==> config.mk <==
export PLATFORM = sky130hd
export DESIGN_NAME = pmux_rr_arbiter
export DESIGN_NICKNAME = d
export VERILOG_FILES = /design/src/rtl/pmux_rr_arbiter_pkg.sv /design/src/rtl/pmux_rr_arbiter_rr_pick.sv /design/src/rtl/pmux_rr_arbiter.sv
export SDC_FILE = /design/constraint.sdc
export NUM_CORES = 1
export LEC_CHECK = 0
export BUFFER_PORTS_ARGS = -buffer_cell sky130_fd_sc_hd__buf_2
export CORE_UTILIZATION = 43
export DETAILED_ROUTE_END_ITERATION = 10
export PLACE_DENSITY = 0.84
export SYNTH_ARGS = -nofsm -noshare
export SYNTH_HDL_FRONTEND = slang
export SYNTH_SLANG_ARGS = --single-unit
==> constraint.sdc <==
create_clock -name clk -period 1.49 [get_ports clk]
set_input_delay 0.2235 -clock clk [delete_from_list [all_inputs] [get_ports clk]]
set_output_delay 0.2235 -clock clk [all_outputs]
set_load 0.01 [all_outputs]
==> src/rtl/pmux_rr_arbiter_pkg.sv <==
// Shared types and sizing for the pmux round-robin arbiter.
package pmux_rr_arbiter_pkg;

   localparam int DEFAULT_N = 3;
   localparam int DEFAULT_W = 2;
   localparam int STALL_W   = 8;

   typedef enum logic {
      IDLE  = 1'b0,
      GRANT = 1'b1
   } state_t;

   // Pointer width that still works for a single requester.
   function automatic int ptr_width(input int n);
      return (n > 1) ? $clog2(n) : 1;
   endfunction

endpackage

==> src/rtl/pmux_rr_arbiter_rr_pick.sv <==
// Combinational round-robin search: first set request at or after ptr,
// wrapping modulo N, returned as a one-hot winner.
module rr_pick
   import pmux_rr_arbiter_pkg::*;
#(
   parameter int N = DEFAULT_N,
   localparam int PTR_W = ptr_width(N)
) (
   input  logic [N-1:0]     req,
   input  logic [PTR_W-1:0] ptr,
   output logic [N-1:0]     winner
);

   logic [N-1:0] req_rot;
   logic [N-1:0] win_rot;
   logic         found;

   // Rotate requests so ptr sits at bit 0, take the lowest set bit,
   // then rotate the one-hot result back into requester order.
   always_comb begin
      req_rot = N'({req, req} >> ptr);
      win_rot = '0;
      found   = 1'b0;
      for (int i = 0; i < N; i++) begin
         if (req_rot[i] && !found) begin
            win_rot[i] = 1'b1;
            found      = 1'b1;
         end
      end
      winner = N'(({win_rot, win_rot} << ptr) >> N);
   end

endmodule

==> src/rtl/pmux_rr_arbiter.sv <==
// Round-robin arbiter that drives the A/B/S ports of a pmux cell and
// presents one grant at a time with a valid/ready handshake.
module pmux_rr_arbiter
   import pmux_rr_arbiter_pkg::*;
#(
   parameter int N = DEFAULT_N,
   parameter int W = DEFAULT_W
) (
   input  logic               clk,
   input  logic               rst,
   input  logic [N-1:0]       req,
   input  logic [N*W-1:0]     din,
   input  logic [W-1:0]       dflt,
   input  logic               out_ready,
   output logic [N-1:0]       sel,
   output logic [W-1:0]       a_out,
   output logic [N*W-1:0]     b_out,
   output logic               out_valid,
   output logic [N-1:0]       ack,
   output logic [STALL_W-1:0] stall_cnt
);

   localparam int PTR_W = ptr_width(N);

   state_t           state;
   state_t           state_nxt;
   logic [PTR_W-1:0] ptr;
   logic [PTR_W-1:0] ptr_nxt;
   logic [N-1:0]     winner;
   logic             xfer;

   rr_pick #(.N(N)) u_pick (
      .req    (req),
      .ptr    (ptr),
      .winner (winner)
   );

   assign xfer = out_valid & out_ready;
   assign ack  = sel & {N{xfer}};

   // State register; reset always returns to IDLE, dropping any grant.
   always_ff @(posedge clk) begin
      if (rst) state <= IDLE;
      else     state <= state_nxt;
   end

   // Next state: leave IDLE on any request, leave GRANT on a transfer.
   always_comb begin
      state_nxt = state;
      case (state)
         IDLE:    if (|req) state_nxt = GRANT;
         GRANT:   if (xfer) state_nxt = IDLE;
         default: state_nxt = IDLE;
      endcase
   end

   // Pointer advances to the slot just after the granted requester.
   always_comb begin
      ptr_nxt = ptr;
      for (int i = 0; i < N; i++) begin
         if (sel[i]) ptr_nxt = (i == N - 1) ? '0 : PTR_W'(i + 1);
      end
   end

   // Grant registers: load winner and data on entry to GRANT, hold them
   // until the transfer, then clear the grant and move the pointer.
   always_ff @(posedge clk) begin
      if (rst) begin
         sel       <= '0;
         b_out     <= '0;
         out_valid <= 1'b0;
         ptr       <= '0;
      end else begin
         case (state)
            IDLE: begin
               if (|req) begin
                  sel       <= winner;
                  b_out     <= din;
                  out_valid <= 1'b1;
               end
            end
            GRANT: begin
               if (xfer) begin
                  sel       <= '0;
                  out_valid <= 1'b0;
                  ptr       <= ptr_nxt;
               end
            end
            default: begin
               sel       <= '0;
               out_valid <= 1'b0;
            end
         endcase
      end
   end

   // Default value is simply retimed every cycle regardless of state.
   always_ff @(posedge clk) begin
      if (rst) a_out <= '0;
      else     a_out <= dflt;
   end

   // Count stalled cycles, holding at all-ones instead of wrapping.
   always_ff @(posedge clk) begin
      if (rst)
         stall_cnt <= '0;
      else if (out_valid && !out_ready && (stall_cnt != '1))
         stall_cnt <= stall_cnt + 1'b1;
   end

endmodule

==> flow_summary.toml, run 1 <==
[synth]
yosys-top-cells-count = "23 x dfxtp_1, 18 x nor2_1, 9 x a21oi_1"
yosysMostFrequentCell = "dfxtp_1"
synth_top_area_share_pct = 44.7
syn_avg_cell_area_um2 = 9.19
syn-cell-area_um2 = 1030
yosysUniqueCellTypes = 32
synth_edf_count = 0
yosys_warnings = 0
ys_async_sr_fraction_pct = 0
synth_seq_area_share_pct = 44.7
synth_nets = 127
ys.flop_type = "dfxtp_1"
yosys.area.top_type = "dfxtp_1"
syn_inst = 112
synth_area_leaders = "dfxtp_1 45%, mux2i_1 7.8%, nor2_1 6.6%"
ys_ff_latch = 23

[drt]
ant_nets = 0
routed_wl_um = 2340
firstDrtPassIters = 4
dr_total_vias = 969
drc = 0
wl_per_cell_um = 13.0
drt_iter0_drc = 25
viasPerCell = 5.38

[timing]
clock.fmax_mhz = 704
period_needed_ns = 1.42
tns_ns = 0
rsz0062_at_grt = "false"
hold_violations = 0
relSlewSlack_pct = 70.0
tightest_slew_ns = 0.449
maxSlewViolCount = 0
holdWs_ns = 0.120
finClkSkew_ns = 0.00639
setup_viol = 0
fin_crit_sh_pct = 95.4

[worst_setup_path]
worstPathMaxFanout = 5
r2r.worst_path.cells = 4
required_ns = 1.70
cp_data_arrival_time_ns = 1.63
cp-start-kind = "flip-flop"
crit_type = "reg -> reg"
cp-end-kind = "flip-flop"

[clock_tree]
htreeDepth = 1
clock_latency_ns = 0.31
cts_buffers = 3
clock-sinks = 23
cts_tree = "done"
clock_path_buffers = 2
root_buffer = "clkbuf_4"
hold_buffers = 0
clkTransAtPathRegs_ns = 0.13

[outcome]
outcome = "completed"

[global_route]
antenna_found_initial = 0
grt_pass1_vias = 901
grt_first_pass_wirelength_um = 3740
grt_max_degree = 27
gr-total-overflow = 0
grt_usage_pct = 19.3

[die]
pin_count = 37
die_area_um2 = 2590
die_w_um = 50.9
start_util_pct = 46.1
rows = 17
core_um2 = 2230
die_h_um = 50.9

[hold_path]
whs_path_depth = 2
worstHoldPathType = "in -> reg"

[layout]
antenna_cells = 0
area_delta_synth_final_pct = 26.4
final_net_count = 168
drive_gt1_share_pct = 34.9
nFillCells = 201
fin_cells = 180

[power_and_ir_drop]
power_density_nw_per_um2 = 856
power_leakage_nw = 0.609
irDropWorstVdd_mv = 0.502

[placed_design]
io_buffers = 36
dp.cells = 176
gp_congestion = 0.797
dpl.hpwl_um = 1730

[flow_run]
drv_cap = 0
through the flow:
stage	worst slack [ns]	util, %	instance area [um^2]	total power, mW
2_1_floorplan	0.0283	-	1030	0.770
3_3_place_gp	0.0762	56.4	1260	0.832
3_5_place_dp	0.0103	56.4	1260	0.841
4_1_cts	0.00792	57.6	1290	1.13
5_1_grt	0.00803	58.3	1300	1.17
6_report	0.0686	58.3	1300	1.11
power by group:
group	switching [mW]	internal, mW	total, mW
sequential	0.0209	0.644	0.665
combinational	0.0888	0.0753	0.164
clock	0.181	0.104	0.286
total	0.291	0.823	1.11
final cells by class:
class | instances | area (um^2) | share of cell area [%]
clock buffer | 4 | 26.3 | 2.02
inverter | 2 | 7.51 | 0.577
multi-input combinational | 83 | 559 | 43.0
sequential | 23 | 463 | 35.6
tap | 28 | 35.0 | 2.69
timing repair buffer | 40 | 210 | 16.2
per-layer routing:
layer  global-route usage [%]  vias to the layer above  wire length, um
met2                     31.8                       30             1230
met4                     11.6                        0               16
met5                        0                        -                0
met1                     22.2                      457              969
li1                         -                      480                -
met3                     5.06                        2              128
critical path, stage by stage (launching register included):
cell and delay (ns):
dfxtp_1 0.45, and4b_1 0.30, o211a_1 0.20, nand3_2 0.09, mux2_4 0.29
cells in the final DEF (no fill, tap or decap), types with 3 or more instances in the layout:
cell type  instances
mux2i_1            8
nor2b_1            6
a21oi_1            9
nor2_1            18
clkbuf_4           3
and3_1             4
nand2_1            4
buf_2             36
nand2b_1           3
dfxtp_1           21
buf_4              4
nor3_1             5
state kept, by name, summed over array words and instances, names as in the netlist:
register and count:
b_out 6, stall_cnt 8, sel 3, out_valid 1
ptr 2, a_out 2, state 1
cell families (layout without fill, tap and decap cells):
kind of cell	Yosys count	count (layout)	share of synthesized area [%]
flops	23	23	44.7
compound gates	20	20	12.9
buf+inv	6	46	2.31
fa+ha+maj	1	1	1.21
mux	9	9	9.23
xor+xnor	3	3	2.55
simple gates	50	50	27.1
final timing paths:
check / from / to / slack [ns]
max: stall_cnt[2] / stall_cnt[5] / 0.07
min: dflt[0] / a_out[0] / 0.12
max reg2reg: stall_cnt[2] / stall_cnt[5] / 0.07
min reg2reg: b_out[0] / b_out[0] / 0.52
repair_timing:
action | CTS | global route
gates resized for setup | 0 | 4
setup buffers | 0 | 0
setup endpoints to repair | 0 | 3
No activity file was read; power rests on OpenSTA's default activity.
==> run 2, diff against run 1 <==
Settings changed: CORE_ASPECT_RATIO set to 1.5.
==> run 2 against run 1 <==
Clock skew is 0.00063 ns lower. Critical path type unchanged. Power is 0.49% lower. Critical endpoint unchanged. Highest routed layer unchanged. Register-to-register slack better by 0.04 ns. Sequential share of layout area stayed put. Die area is 0.16% higher. Largest power group unchanged. Flip-flop and latch count stayed put. Critical path depth is 1 higher. Combinational power hardly changed. Clock-buffer cell count stayed put.
==> flow_summary.toml, run 2 (synthesized netlist as in run 1, its figures left out) <==
[outcome]
outcome = "completed"

[worst_setup_path]
r2r.worst_path.cells = 5
cp-end-kind = "flip-flop"
worstPathMaxFanout = 5
r2r-end = "stall_cnt[5]"
crit_type = "reg -> reg"
reg2reg_slack_ns = 0.11
reg2reg_from = "stall_cnt[1]"
required_ns = 1.69
cp_data_arrival_time_ns = 1.58
cp-start-kind = "flip-flop"

[drt]
dr_total_vias = 964
viasPerCell = 5.48
drc = 0
firstDrtPassIters = 6
wl_per_cell_um = 12.9
drt_iter0_drc = 10
routed_wl_um = 2270
ant_nets = 0

[clock_tree]
clkTransAtPathRegs_ns = 0.12
clock_path_buffers = 2
cts_tree = "done"
cts_buffers = 3
clock_latency_ns = 0.30
htreeDepth = 1
hold_buffers = 0
cts_resized = 0
postCtsSetupRepairBufs = 0
clock-sinks = 23
root_buffer = "clkbuf_4"

[timing]
tns_ns = 0
rsz0062_at_grt = "false"
holdWs_ns = 0.126
finClkSkew_ns = 0.00575
period_needed_ns = 1.38
relSlewSlack_pct = 76.7
tightest_slew_ns = 0.347
setup_viol = 0
hold_violations = 0
maxSlewViolCount = 0
clock.fmax_mhz = 726
fin_crit_sh_pct = 92.5

[placed_design]
dpl_cell_area_um2 = 1260
gp_congestion = 0.886
io_buffers = 36
dpl.hpwl_um = 1760

[global_route]
grt_max_degree = 15
antenna_found_initial = 0
grt_pass1_vias = 892
grt_first_pass_wirelength_um = 3660
grt_usage_pct = 18.5
gr-total-overflow = 0

[die]
die_h_um = 61.9
core_um2 = 2260
start_util_pct = 45.6
die_w_um = 42.0
die_area_um2 = 2600
rows = 21
pin_count = 37

[layout]
multi_input_area_um2 = 558
area_delta_synth_final_pct = 26.4
final_common_cell = "buf_2"
largest_reg_flops = 8
regMostFlops = "stall_cnt"
seqCellArea_um2 = 463
reg_top3 = "stall_cnt: 8 flops, b_out: 6 flops, sel: 3 flops"
final_net_count = 169
antenna_cells = 0
layout_common_cells = "36 x buf_2, 21 x dfxtp_1, 18 x nor2_1"
nFillCells = 208
fin_area_um2 = 1300
drive_gt1_share_pct = 34.6

[power_and_ir_drop]
irDropWorstVdd_mv = 0.622
power_density_nw_per_um2 = 852
power_leakage_nw = 0.614

[hold_path]
whs_path_depth = 2
min_from = "dflt[0]"
holdPathEnd = "a_out[0]"
worstHoldPathType = "in -> reg"

[flow_run]
drv_cap = 0
-- run 2: cell count changes in the layout (fill, tap and decap cells not counted), sizes merged --
cell,before,now
buf,40,41
-- run 2: layer usage --
metal	part of all wire, %	track usage [%]	vias to the layer above
met5	0	0	-
met3	3.3	3.18	2
li1	-	-	485
met1	41	19.4	454
met2	55	34.8	23
met4	0.62	11.5	0
-- run 2: power by group --
part / internal (mW) / total (mW) / switching [mW]
combinational: 0.0775 / 0.164 / 0.0862
sequential: 0.644 / 0.666 / 0.0220
clock: 0.104 / 0.279 / 0.175
-- run 2: per-stage QoR --
| step | setup slack [ns] | total power, mW | cells | util (%) |
|---|---|---|---|---|
| floorplan | 0.0283 | 0.770 | 112 | - |
| global placement | 0.0737 | 0.834 | 172 | 55.8 |
| detailed placement | 0.0300 | 0.841 | 172 | 55.8 |
| CTS | 0.000876 | 1.12 | 176 | 57.0 |
| global route | 0.0274 | 1.17 | 176 | 57.6 |
| finish | 0.112 | 1.11 | 176 | 57.6 |
-- run 2: worst max path at each step --
stage	from	end	slack [ns]
floorplan	stall_cnt[1]	stall_cnt[5]	0.03
global placement	stall_cnt[1]	stall_cnt[5]	0.07
detailed placement	stall_cnt[1]	stall_cnt[5]	0.03
CTS	stall_cnt[1]	stall_cnt[5]	0.0009
global route	stall_cnt[1]	stall_cnt[5]	0.03
finish	stall_cnt[1]	stall_cnt[5]	0.11
-- run 2: cell type report --
cell class,instances,area share [%]
inverters,2,0.577
clock buffers,4,2.02
multi-input cells,83,42.9
repair buffers,41,16.7
well taps,23,2.21
flip-flops and latches,23,35.6
-- run 2: worst max-delay path: stages, from the launching register on --
cell	delay, ns
dfxtp_2	0.39
ha_4	0.15
nand3_2	0.12
o211a_1	0.25
nand3_2	0.08
mux2_4	0.29
